--- src/rtl/ifu_pkg.sv ---
// Shared fetch/branch constants and the redirect target computation, also used by
// the branch-resolve logic in execute.
package ifu_pkg;

   localparam int INST_W   = 32;
   localparam int PC_STEP  = 4;
   localparam int JIDX_W   = 26;
   localparam int IMM_W    = 16;
   localparam int PC_MAX_W = 32;

   // seq is the PC of the instruction after the branch/jump; jump wins when set.
   function automatic logic [PC_MAX_W-1:0] redirect_target(
      input logic                is_jump,
      input logic [PC_MAX_W-1:0] seq,
      input logic [IMM_W-1:0]    imm,
      input logic [JIDX_W-1:0]   jidx
   );
      logic [PC_MAX_W-1:0] boff;
      boff = {{(PC_MAX_W-IMM_W-2){imm[IMM_W-1]}}, imm, 2'b00};
      if (is_jump)
         return {seq[PC_MAX_W-1:28], jidx, 2'b00};
      return seq + boff;
   endfunction

endpackage

--- src/rtl/ifu_fifo.sv ---
// Flushable circular FIFO whose head entry is held in a register, so the head is
// visible the cycle after a push into an empty queue.
module ifu_fifo #(
   parameter int W     = 32,
   parameter int DEPTH = 4
) (
   input  logic                   clock,
   input  logic                   start,
   input  logic                   flush,
   input  logic                   push,
   input  logic [W-1:0]           wdata,
   input  logic                   pop,
   output logic [W-1:0]           rdata,
   output logic [$clog2(DEPTH):0] count
);

   localparam int AW = $clog2(DEPTH);

   logic [AW-1:0] wr_ptr_reg, rd_ptr_reg, rd_ptr_next;
   logic [AW:0]   count_reg;
   logic [W-1:0]  mem_reg [DEPTH];
   logic [W-1:0]  head_reg;
   logic          do_push, do_pop;

   assign do_pop      = pop && (count_reg != '0);
   assign do_push     = push && ((count_reg != (AW+1)'(DEPTH)) || do_pop);
   assign rd_ptr_next = rd_ptr_reg + AW'(do_pop);

   generate
      for (genvar gi = 0; gi < DEPTH; gi++) begin : g_entry
         always_ff @(posedge clock or negedge start) begin
            if (!start)
               mem_reg[gi] <= '0;
            else if (do_push && !flush && (wr_ptr_reg == AW'(gi)))
               mem_reg[gi] <= wdata;
         end
      end
   endgenerate

   always_ff @(posedge clock or negedge start) begin
      if (!start) begin
         wr_ptr_reg <= '0;
         rd_ptr_reg <= '0;
         count_reg  <= '0;
         head_reg   <= '0;
      end else if (flush) begin
         wr_ptr_reg <= '0;
         rd_ptr_reg <= '0;
         count_reg  <= '0;
      end else begin
         wr_ptr_reg <= wr_ptr_reg + AW'(do_push);
         rd_ptr_reg <= rd_ptr_next;
         count_reg  <= count_reg + (AW+1)'(do_push) - (AW+1)'(do_pop);
         // Bypass the write when the pushed entry becomes the new head.
         head_reg   <= (do_push && (wr_ptr_reg == rd_ptr_next)) ? wdata : mem_reg[rd_ptr_next];
      end
   end

   assign rdata = head_reg;
   assign count = count_reg;

endmodule

--- src/rtl/ifu_prefetch.sv ---
// Instruction fetch unit with prefetch queue, in-order response tagging and redirect
// flush. Define IFU_PERF_EN to add saturating perf_fetch/perf_redirect/perf_stall counters.
module ifu_prefetch
   import ifu_pkg::*;
#(
   parameter int                ADDR_W   = 32,
   parameter int                DEPTH    = 4,
   parameter logic [ADDR_W-1:0] RESET_PC = '0
) (
   input  logic                clock,
   input  logic                start,
   output logic                imem_req,
   output logic [ADDR_W-1:0]   imem_addr,
   input  logic                imem_gnt,
   input  logic                imem_rvalid,
   input  logic [INST_W-1:0]   imem_rdata,
   output logic                inst_valid,
   output logic [INST_W-1:0]   inst_data,
   output logic [ADDR_W-1:0]   inst_pc,
   input  logic                inst_ready,
   input  logic                branch,
   input  logic                zero,
   input  logic                jump,
   input  logic [ADDR_W-1:0]   redir_pc,
   input  logic [IMM_W-1:0]    imm16,
   input  logic [JIDX_W-1:0]   jidx26
`ifdef IFU_PERF_EN
   ,
   output logic [31:0]         perf_fetch,
   output logic [31:0]         perf_redirect,
   output logic [31:0]         perf_stall
`endif
);

   localparam int CW = $clog2(DEPTH) + 1;
   localparam int QW = INST_W + ADDR_W;

   logic [ADDR_W-1:0]   pc_reg;
   logic                run_reg;
   logic [CW-1:0]       inflight_reg, inflight_next;
   logic [CW-1:0]       drop_reg, drop_next;
   logic [CW-1:0]       q_count, t_count;
   logic [CW:0]         occupancy;
   logic [ADDR_W-1:0]   seq, target, tag_head;
   logic [PC_MAX_W-1:0] target_wide;
   logic [QW-1:0]       q_head;
   logic                taken, issue, rsp, rsp_keep, pop;

   assign taken       = jump | (branch & zero);
   assign seq         = redir_pc + ADDR_W'(PC_STEP);
   assign target_wide = redirect_target(jump, PC_MAX_W'(seq), imm16, jidx26);
   assign target      = target_wide[ADDR_W-1:0];

   // Credits: queued entries plus outstanding requests never exceed DEPTH.
   assign occupancy = {1'b0, q_count} + {1'b0, inflight_reg};
   assign imem_req  = run_reg && !taken && (occupancy < (CW+1)'(DEPTH));
   assign imem_addr = pc_reg;
   assign issue     = imem_req && imem_gnt;
   assign rsp       = imem_rvalid && (inflight_reg != '0);
   assign rsp_keep  = rsp && (drop_reg == '0);
   assign pop       = inst_valid && inst_ready;

   assign inst_valid = (q_count != '0);
   assign inst_data  = q_head[QW-1:ADDR_W];
   assign inst_pc    = q_head[ADDR_W-1:0];

   assign inflight_next = inflight_reg + CW'(issue) - CW'(rsp);

   // Every request still outstanding after a redirect is stale.
   always_comb begin
      drop_next = drop_reg;
      if (taken)
         drop_next = inflight_next;
      else if (rsp && (drop_reg != '0))
         drop_next = drop_reg - CW'(1);
   end

   always_ff @(posedge clock or negedge start) begin
      if (!start) begin
         pc_reg       <= RESET_PC;
         run_reg      <= 1'b0;
         inflight_reg <= '0;
         drop_reg     <= '0;
      end else begin
         run_reg      <= 1'b1;
         inflight_reg <= inflight_next;
         drop_reg     <= drop_next;
         if (taken)
            pc_reg <= target;
         else if (issue)
            pc_reg <= pc_reg + ADDR_W'(PC_STEP);
      end
   end

   ifu_fifo #(.W(QW), .DEPTH(DEPTH)) u_inst_q (
      .clock (clock),
      .start (start),
      .flush (taken),
      .push  (rsp_keep && !taken),
      .wdata ({imem_rdata, tag_head}),
      .pop   (pop),
      .rdata (q_head),
      .count (q_count)
   );

   ifu_fifo #(.W(ADDR_W), .DEPTH(DEPTH)) u_tag_q (
      .clock (clock),
      .start (start),
      .flush (taken),
      .push  (issue),
      .wdata (pc_reg),
      .pop   (rsp_keep),
      .rdata (tag_head),
      .count (t_count)
   );

   rvalid_idle_a: assert property (@(posedge clock) disable iff (!start)
      !(imem_rvalid && (inflight_reg == '0)));
   tag_present_a: assert property (@(posedge clock) disable iff (!start)
      rsp_keep |-> (t_count != '0));

`ifdef IFU_PERF_EN
   logic [31:0] perf_fetch_reg, perf_redirect_reg, perf_stall_reg;

   always_ff @(posedge clock or negedge start) begin
      if (!start) begin
         perf_fetch_reg    <= '0;
         perf_redirect_reg <= '0;
         perf_stall_reg    <= '0;
      end else begin
         if (pop && (perf_fetch_reg != '1))
            perf_fetch_reg <= perf_fetch_reg + 32'd1;
         if (taken && (perf_redirect_reg != '1))
            perf_redirect_reg <= perf_redirect_reg + 32'd1;
         if (inst_ready && !inst_valid && (perf_stall_reg != '1))
            perf_stall_reg <= perf_stall_reg + 32'd1;
      end
   end

   assign perf_fetch    = perf_fetch_reg;
   assign perf_redirect = perf_redirect_reg;
   assign perf_stall    = perf_stall_reg;
`endif

endmodule

--- config.mk ---
export PLATFORM = sky130hd
export DESIGN_NAME = ifu_prefetch
export DESIGN_NICKNAME = d
export VERILOG_FILES = /design/src/rtl/ifu_pkg.sv /design/src/rtl/ifu_fifo.sv /design/src/rtl/ifu_prefetch.sv
export SDC_FILE = /design/constraint.sdc
export NUM_CORES = 1
export LEC_CHECK = 0
export BUFFER_PORTS_ARGS = -buffer_cell sky130_fd_sc_hd__buf_2
export CAP_MARGIN = 20
export CORE_MARGIN = 2
export CORE_UTILIZATION = 60
export DETAILED_ROUTE_END_ITERATION = 8
export GPL_ROUTABILITY_DRIVEN = 0
export PLACE_DENSITY = 0.82
export SLEW_MARGIN = 20
export SYNTH_ARGS = -nofsm -noshare
export SYNTH_HDL_FRONTEND = slang
export SYNTH_SLANG_ARGS = --single-unit
--- constraint.sdc ---
create_clock -name clock -period 6.5 [get_ports clock]
set_input_delay 0.325 -clock clock [delete_from_list [all_inputs] [get_ports clock]]
set_output_delay 0.325 -clock clock [all_outputs]
set_load 0.02 [all_outputs]
# [Word-level counts from Yosys, hierarchy flattened]
# Index checks and enable logic that the tools add are counted.
# W data, S select, Z words.
[word_totals] word_cells=109 regBits=533 input_bits=114
[op_classes] bitwise_logic=4 n_eq_ne=10 muxes=21 n_addsub=15 order_cmp=3 n_reduce_logical=36
[op_table] op="$mux W32" n=7
[op_table] op="$mux W64" n=3
[op_table] op="$bmux W64 S2" n=1
[op_table] op="$add A32 B3 Y32 const B" n=2
[op_table] op="$bmux W32 S2" n=1
[op_table] op="$add A32 B32 Y32" n=1
[op_table] op="$logic_and A1 B1 Y1" n=24
[op_table] op="$mux W3" n=4
[op_table] op="$reduce_bool A3 Y1" n=4
[op_table] op="$add A3 B1 Y3" n=3
[op_table] op="$sub A3 B1 Y3" n=3
[op_table] op="$add A2 B1 Y2" n=4
[op_table] op="$eq A2 B2 Y1 const B" n=4
[op_table] op="$mux W2" n=4
[op_table] op="$ge A3 B3 Y1 const B" n=2
[op_table] op="$ne A3 B3 Y1 const B" n=2
[op_table] op="$not A2 Y3" n=2
[op_table] op="$add A3 B3 Y4" n=1
[op_table] op="$eq A2 B1 Y1 const B" n=2
[op_table] op="$eq A2 B2 Y1" n=2
[op_table] op="$logic_not A2 Y1" n=2
[op_table] op="$lt A4 B3 Y1 const B" n=1
[op_table] op="$reduce_bool A2 Y1" n=2
[op_table] op="$logic_not A3 Y1" n=1
[op_table] op="other kinds (6)" n=7

# [Longest topological paths before layout]
[logic_depth] depth_word=10 depth_mapped=18 mapped_depth_nobuf=17

# [Cells and area by module]
# From an unflattened synthesis, not the netlist that was laid out.
[unflattened] hier_cells=1940 hier_area_um2=26279.0
[by_module_without_submodules] mod="ifu_fifo (u_inst_q)" seq_area_each_um2=8182.8 area_each_um2=14194.9 cells_per_inst=871 n_inst=1
[by_module_without_submodules] mod="ifu_fifo (u_tag_q)" seq_area_each_um2=4179.0 area_each_um2=7358.3 cells_per_inst=456 n_inst=1
[by_module_without_submodules] mod="ifu_prefetch" seq_area_each_um2=975.9 area_each_um2=4725.8 cells_per_inst=613 n_inst=1

# [Worst setup path after synthesis]
# Ideal clock, no wire load.
[synth_path] kind="input-to-reg" from="input port redir_pc[7]" to="register pc_reg[31] (netlist: imem_addr[31])" setup_ns=0.120 arrival_time_ns=3.592 slack_ns=2.789 required_ns=6.380 stages=18 path_cell_list="and2_1 > and4_1 > clkbuf_1 > nand3_1 > nor2_1 > nand3_1 > xnor2_1 > ha_1 > clkbuf_1 > nand2_1 > o221ai_1 > nor2_1 > o31a_1 > a311oi_1 > o41ai_2 > nor3b_1 > or4_1 > and3_1"
[synth_via] elab_chain_len=4
[synth_rtl] item="start: declaration" line_no="ifu_prefetch.sv:24" text="input logic [ADDR_W-1:0] redir_pc,"
[synth_rtl] item="$add A32 B3 Y32 *" line_no="ifu_prefetch.sv:50" text="assign seq = redir_pc + ADDR_W'(PC_STEP);"
[synth_rtl] item="$add A32 B32 Y32 or $mux W32 (tied branches)" line_no="ifu_pkg.sv:22, ifu_pkg.sv:20"
[synth_rtl] item="$mux W32 *" line_no="ifu_pkg.sv:22" text="return seq + boff;"
[synth_rtl] item="$mux W32 *" line_no="ifu_prefetch.sv:88" text="if (taken)"
[synth_rtl] item="end signal: assignment" line_no="ifu_prefetch.sv:89" text="pc_reg <= target;"
[synth_rtl] item="end signal: assignment" line_no="ifu_prefetch.sv:91" text="pc_reg <= pc_reg + ADDR_W'(PC_STEP);"
[synth_rtl] item="end: declaration" line_no="ifu_prefetch.sv:38" text="logic [ADDR_W-1:0] pc_reg;"
# Mark *: on every way between the ends. The rest lies on a longest branch, timed or not. The select of a mux whose other input is x is not followed.
# A chain may end at the register's enable or synchronous reset.

# [Worst setup path in the final report]
[layout_path] from="register inflight_reg[2]" to="register u_tag_q.mem_reg[30] in the netlist's numbering"
[layout_via] elab_chain_len=8
[layout_rtl] item="start: declaration" line_no="ifu_prefetch.sv:40" text="logic [CW-1:0] inflight_reg, inflight_next;"
[layout_rtl] item="start signal: assignment" line_no="ifu_prefetch.sv:86" text="inflight_reg <= inflight_next;"
[layout_rtl] item="parallel branches: the longest is 5 deep, another holds $add A3 B3 Y4"
[layout_rtl] item="$logic_and A1 B1 Y1 *" line_no="ifu_fifo.sv:26" text="assign do_push = push && ((count_reg != (AW+1)'(DEPTH)) || do_pop);"
[layout_rtl] item="$logic_and A1 B1 Y1 * (2 in series)" line_no="ifu_fifo.sv:34" text="else if (do_push && !flush && (wr_ptr_reg == AW'(gi)))"
[layout_rtl] item="end signal: indexed assignment" line_no="ifu_fifo.sv:35" text="mem_reg[gi] <= wdata;"
[layout_rtl] item="end: declaration" line_no="ifu_fifo.sv:21" text="logic [W-1:0] mem_reg [DEPTH];"
# Mark *: on every way between the ends.

==> summary.txt <==
CTS
  • Max clock buf depth: 3
  • Clock transition at path regs: 0.06 ns
  • H-tree Lvls: 2
  • Clk Latency, worst-skew pair: 0.58 ns
  • CTS tree: yes
  • Postcts setup bufs: 0
  • Post-cts resize count: 0
  • Hold-fix buffers, CTS: 3
  • Clock sink count: 533
  • CTS buffer count: 52
  • Root Driver: clkbuf_16

Setup path
  • Worst setup path class: flip-flop to flip-flop
  • R2r worst-path depth: 9
  • Reg2reg start: inflight_reg[2]$_DFF_PN0_
  • CP endpoint kind: flip-flop
  • Worst endpoint data arrival time: 4.68 ns
  • Crit Reg-Reg Endpoint: u_tag_q.mem_reg[30]$_DFFE_PN0P_
  • CP startpoint kind: flip-flop
  • Crit-path max FO: 35
  • R2R Setup Slk: 2.27 ns
  • CP Data Required Time: 6.95 ns

Routing
  • Post-detailed-route wirelength per cell: 21.2 um
  • Final WL: 59600 um
  • Antenna-violating nets left: 0
  • Drt pass-1 iters: 6
  • Drt via density: 6.09
  • Vias post-DR: 17200
  • Drt drc: 0
  • Iteration-0 DRC Markers: 1449

Floorplan
  • Die footprint: 45300 um2
  • Die height: 213 um
  • Starting Density: 60.7%
  • I/O pins: 212
  • Core footprint: 43100 um2
  • Num rows: 76
  • Die W: 213 um

Yosys
  • Synth warn: 0
  • Syn_area_per_cell: 12.8 um2
  • Synth top area share: 51.0%
  • Post-synth EDFFs: 0
  • Cell accounting for the most synthesized area: dfrtp_1
  • Yosys cell types: 71
  • Top post-synthesis cells by area: dfrtp_1, mux2_2, mux4_2
  • Top FF cell, synth: dfrtp_1
  • Syn Nets: 2206
  • Synthesized flop and latch total: 533
  • Synthesized area: 26200 um2
  • Asr flop ratio synth: 100%
  • Post-synthesis cell count: 2038
  • Sequential fraction of the synthesis area: 51.0%

Run status
  • Outcome: complete, no violations

Final layout
  • Final net count: 2358
  • Design area: 29400 um2
  • Most frequent cells in the layout: dfrtp_1, mux2_2, buf_2
  • Fill cells: 2979
  • Area of the multi-input gates: 12200 um2
  • Area Overhead vs Synth: 12.5%
  • Register area: 13300 um2
  • Largest register FFs: 256
  • Commonest non-fill, non-tap cell in the layout: dfrtp_1
  • Fraction of layout instances using a drive strength above 1: 34.6%

Worst hold path
  • Hold path endpoint: imem_addr[2]$_DFFE_PN0P_
  • Hold_sp: jidx26[0]
  • Hold-critical path depth: 3
  • Hold Path Class: input port to flip-flop

Global route
  • Aggregate global-route resource usage: 26.9%
  • Antenna violations before repair: 2
  • First-pass GRT wire length: 96000 um
  • Busiest grt layer: met2
  • M1 GR Usage: 36.0%
  • Largest net degree at the start of global routing: 177
  • Vias in the first global route: 18000
  • Grt met2 use: 45.9%
  • M3 GR Usage: 4.85%
  • Grt ovf: 0

Place
  • HPWL after DPL: 37300 um
  • IO Port Bufs: 211
  • Placed Area: 27600 um2

Timing
  • Worst Skew: 0.0188 ns
  • Final setup fails: 0
  • Final hold vios: 0
  • Setup TNS after final layout: 0 ns
  • Worst slew pin tran: 1.09 ns
  • Clock period minus final worst setup slack: 4.23 ns
  • Final Max Slew Viols: 0
  • RSZ-0062 raised after global routing: no
  • Fmax: 0.236 GHz
  • Relative slew slack: 26.8%
  • Fin crit share: 65.1%

Pwr
  • Static Leak: 14.0 nW
  • P per Cell Area: 343 nW/um2
  • Tot Pwr: 10.1 mW
  • Peak VDD IR: 224 uV

Job
  • Max-Cap Viols: 0
## metrics by stage
step | hold WS, ns | setup WS, ns | cells | utilization [%]
2_1_floorplan | 0.0294 | 2.79 | 2038 | -
3_3_place_gp | 0.399 | 2.13 | 2718 | 64.2
3_5_place_dp | 0.410 | 2.01 | 2718 | 64.2
4_1_cts | 0.00361 | 2.34 | 2813 | 68.3
5_1_grt | 0.0185 | 1.89 | 2813 | 68.3
6_report | 0.0184 | 2.27 | 2815 | 68.3
## area by class of cell
class / count / share of cell area, %
flip-flops and latches: 533 / 45.3
diodes: 2 / 0.0170
clock buffers: 81 / 5.34
repair buffers: 232 / 4.27
inverters: 28 / 0.365
multi-input cells: 1343 / 41.6
well taps: 585 / 2.49
clock inverters: 11 / 0.650
## worst max-delay path: stages, from the launching register on
cell	delay (ns)
dfrtp_1	0.42
ha_1	0.30
nor4b_1	0.35
nand2_1	0.10
a31oi_1	0.27
and2_1	0.64
inv_4	0.15
a41oi_4	0.37
nand3_2	0.86
mux2_2	0.62
## logic make-up after synthesis
| kind of cell | share of synthesized area [%] |
|---|---|
| buffers and inverters | 2.54 |
| and+or+nand+nor | 6.15 |
| other | 0.0143 |
| DFF | 51.0 |
| adders and majority gates | 2.70 |
| muxes | 28.0 |
| xor gates and xnor gates | 2.58 |
| AOI/OAI and AO/OA | 6.99 |
## power breakdown
group          total [mW]  leakage (nW)  internal [mW]  switching [mW]
combinational        2.56          5.96           1.23            1.34
clock                3.09         0.866           1.85            1.24
sequential           4.43          7.22           3.91           0.522
## worst max-delay path by stage
stage / startpoint / to / slack [ns] / depth (start not counted)
after floorplan: redir_pc[7] / imem_addr[31]$_DFFE_PN0P_ / 2.79 / 18
final: inflight_reg[2]$_DFF_PN0_ / u_tag_q.mem_reg[30]$_DFFE_PN0P_ / 2.27 / 9
after global placement: jump / u_tag_q.mem_reg[74]$_DFFE_PN0P_ / 2.13 / 9
after global routing: inflight_reg[2]$_DFF_PN0_ / u_tag_q.mem_reg[30]$_DFFE_PN0P_ / 1.89 / 9
after CTS: inflight_reg[2]$_DFF_PN0_ / u_tag_q.mem_reg[30]$_DFFE_PN0P_ / 2.34 / 9
after detailed placement: jump / u_tag_q.mem_reg[95]$_DFFE_PN0P_ / 2.01 / 9
## layer usage
metal	vias up	part of all wire, %
met1	8801	43
li1	7734	-
met4	2	1.9
met2	516	49
met3	100	6.2
met5	-	0.022
## cell usage after synthesis (all sizes together), types with 3 or more instances
library cell  count
a211oi            9
a21o             13
a21oi            73
a221oi            3
a22oi             8
a31oi            11
and2             19
and3             18
and4              4
buf              39
clkbuf           95
dfrtp           533
fa                4
ha               50
inv              28
mux2            375
mux2i            95
mux4             96
nand2           168
nand3            32
nand3b            4
nand4            15
nor2             47
nor2b             9
nor3             10
nor3b             4
nor4              3
o21a             10
o21ai           132
o21bai            5
o22a              3
o22ai             7
or3               5
xnor2            60
xor2             17
Power figures use the tool's default switching activity.
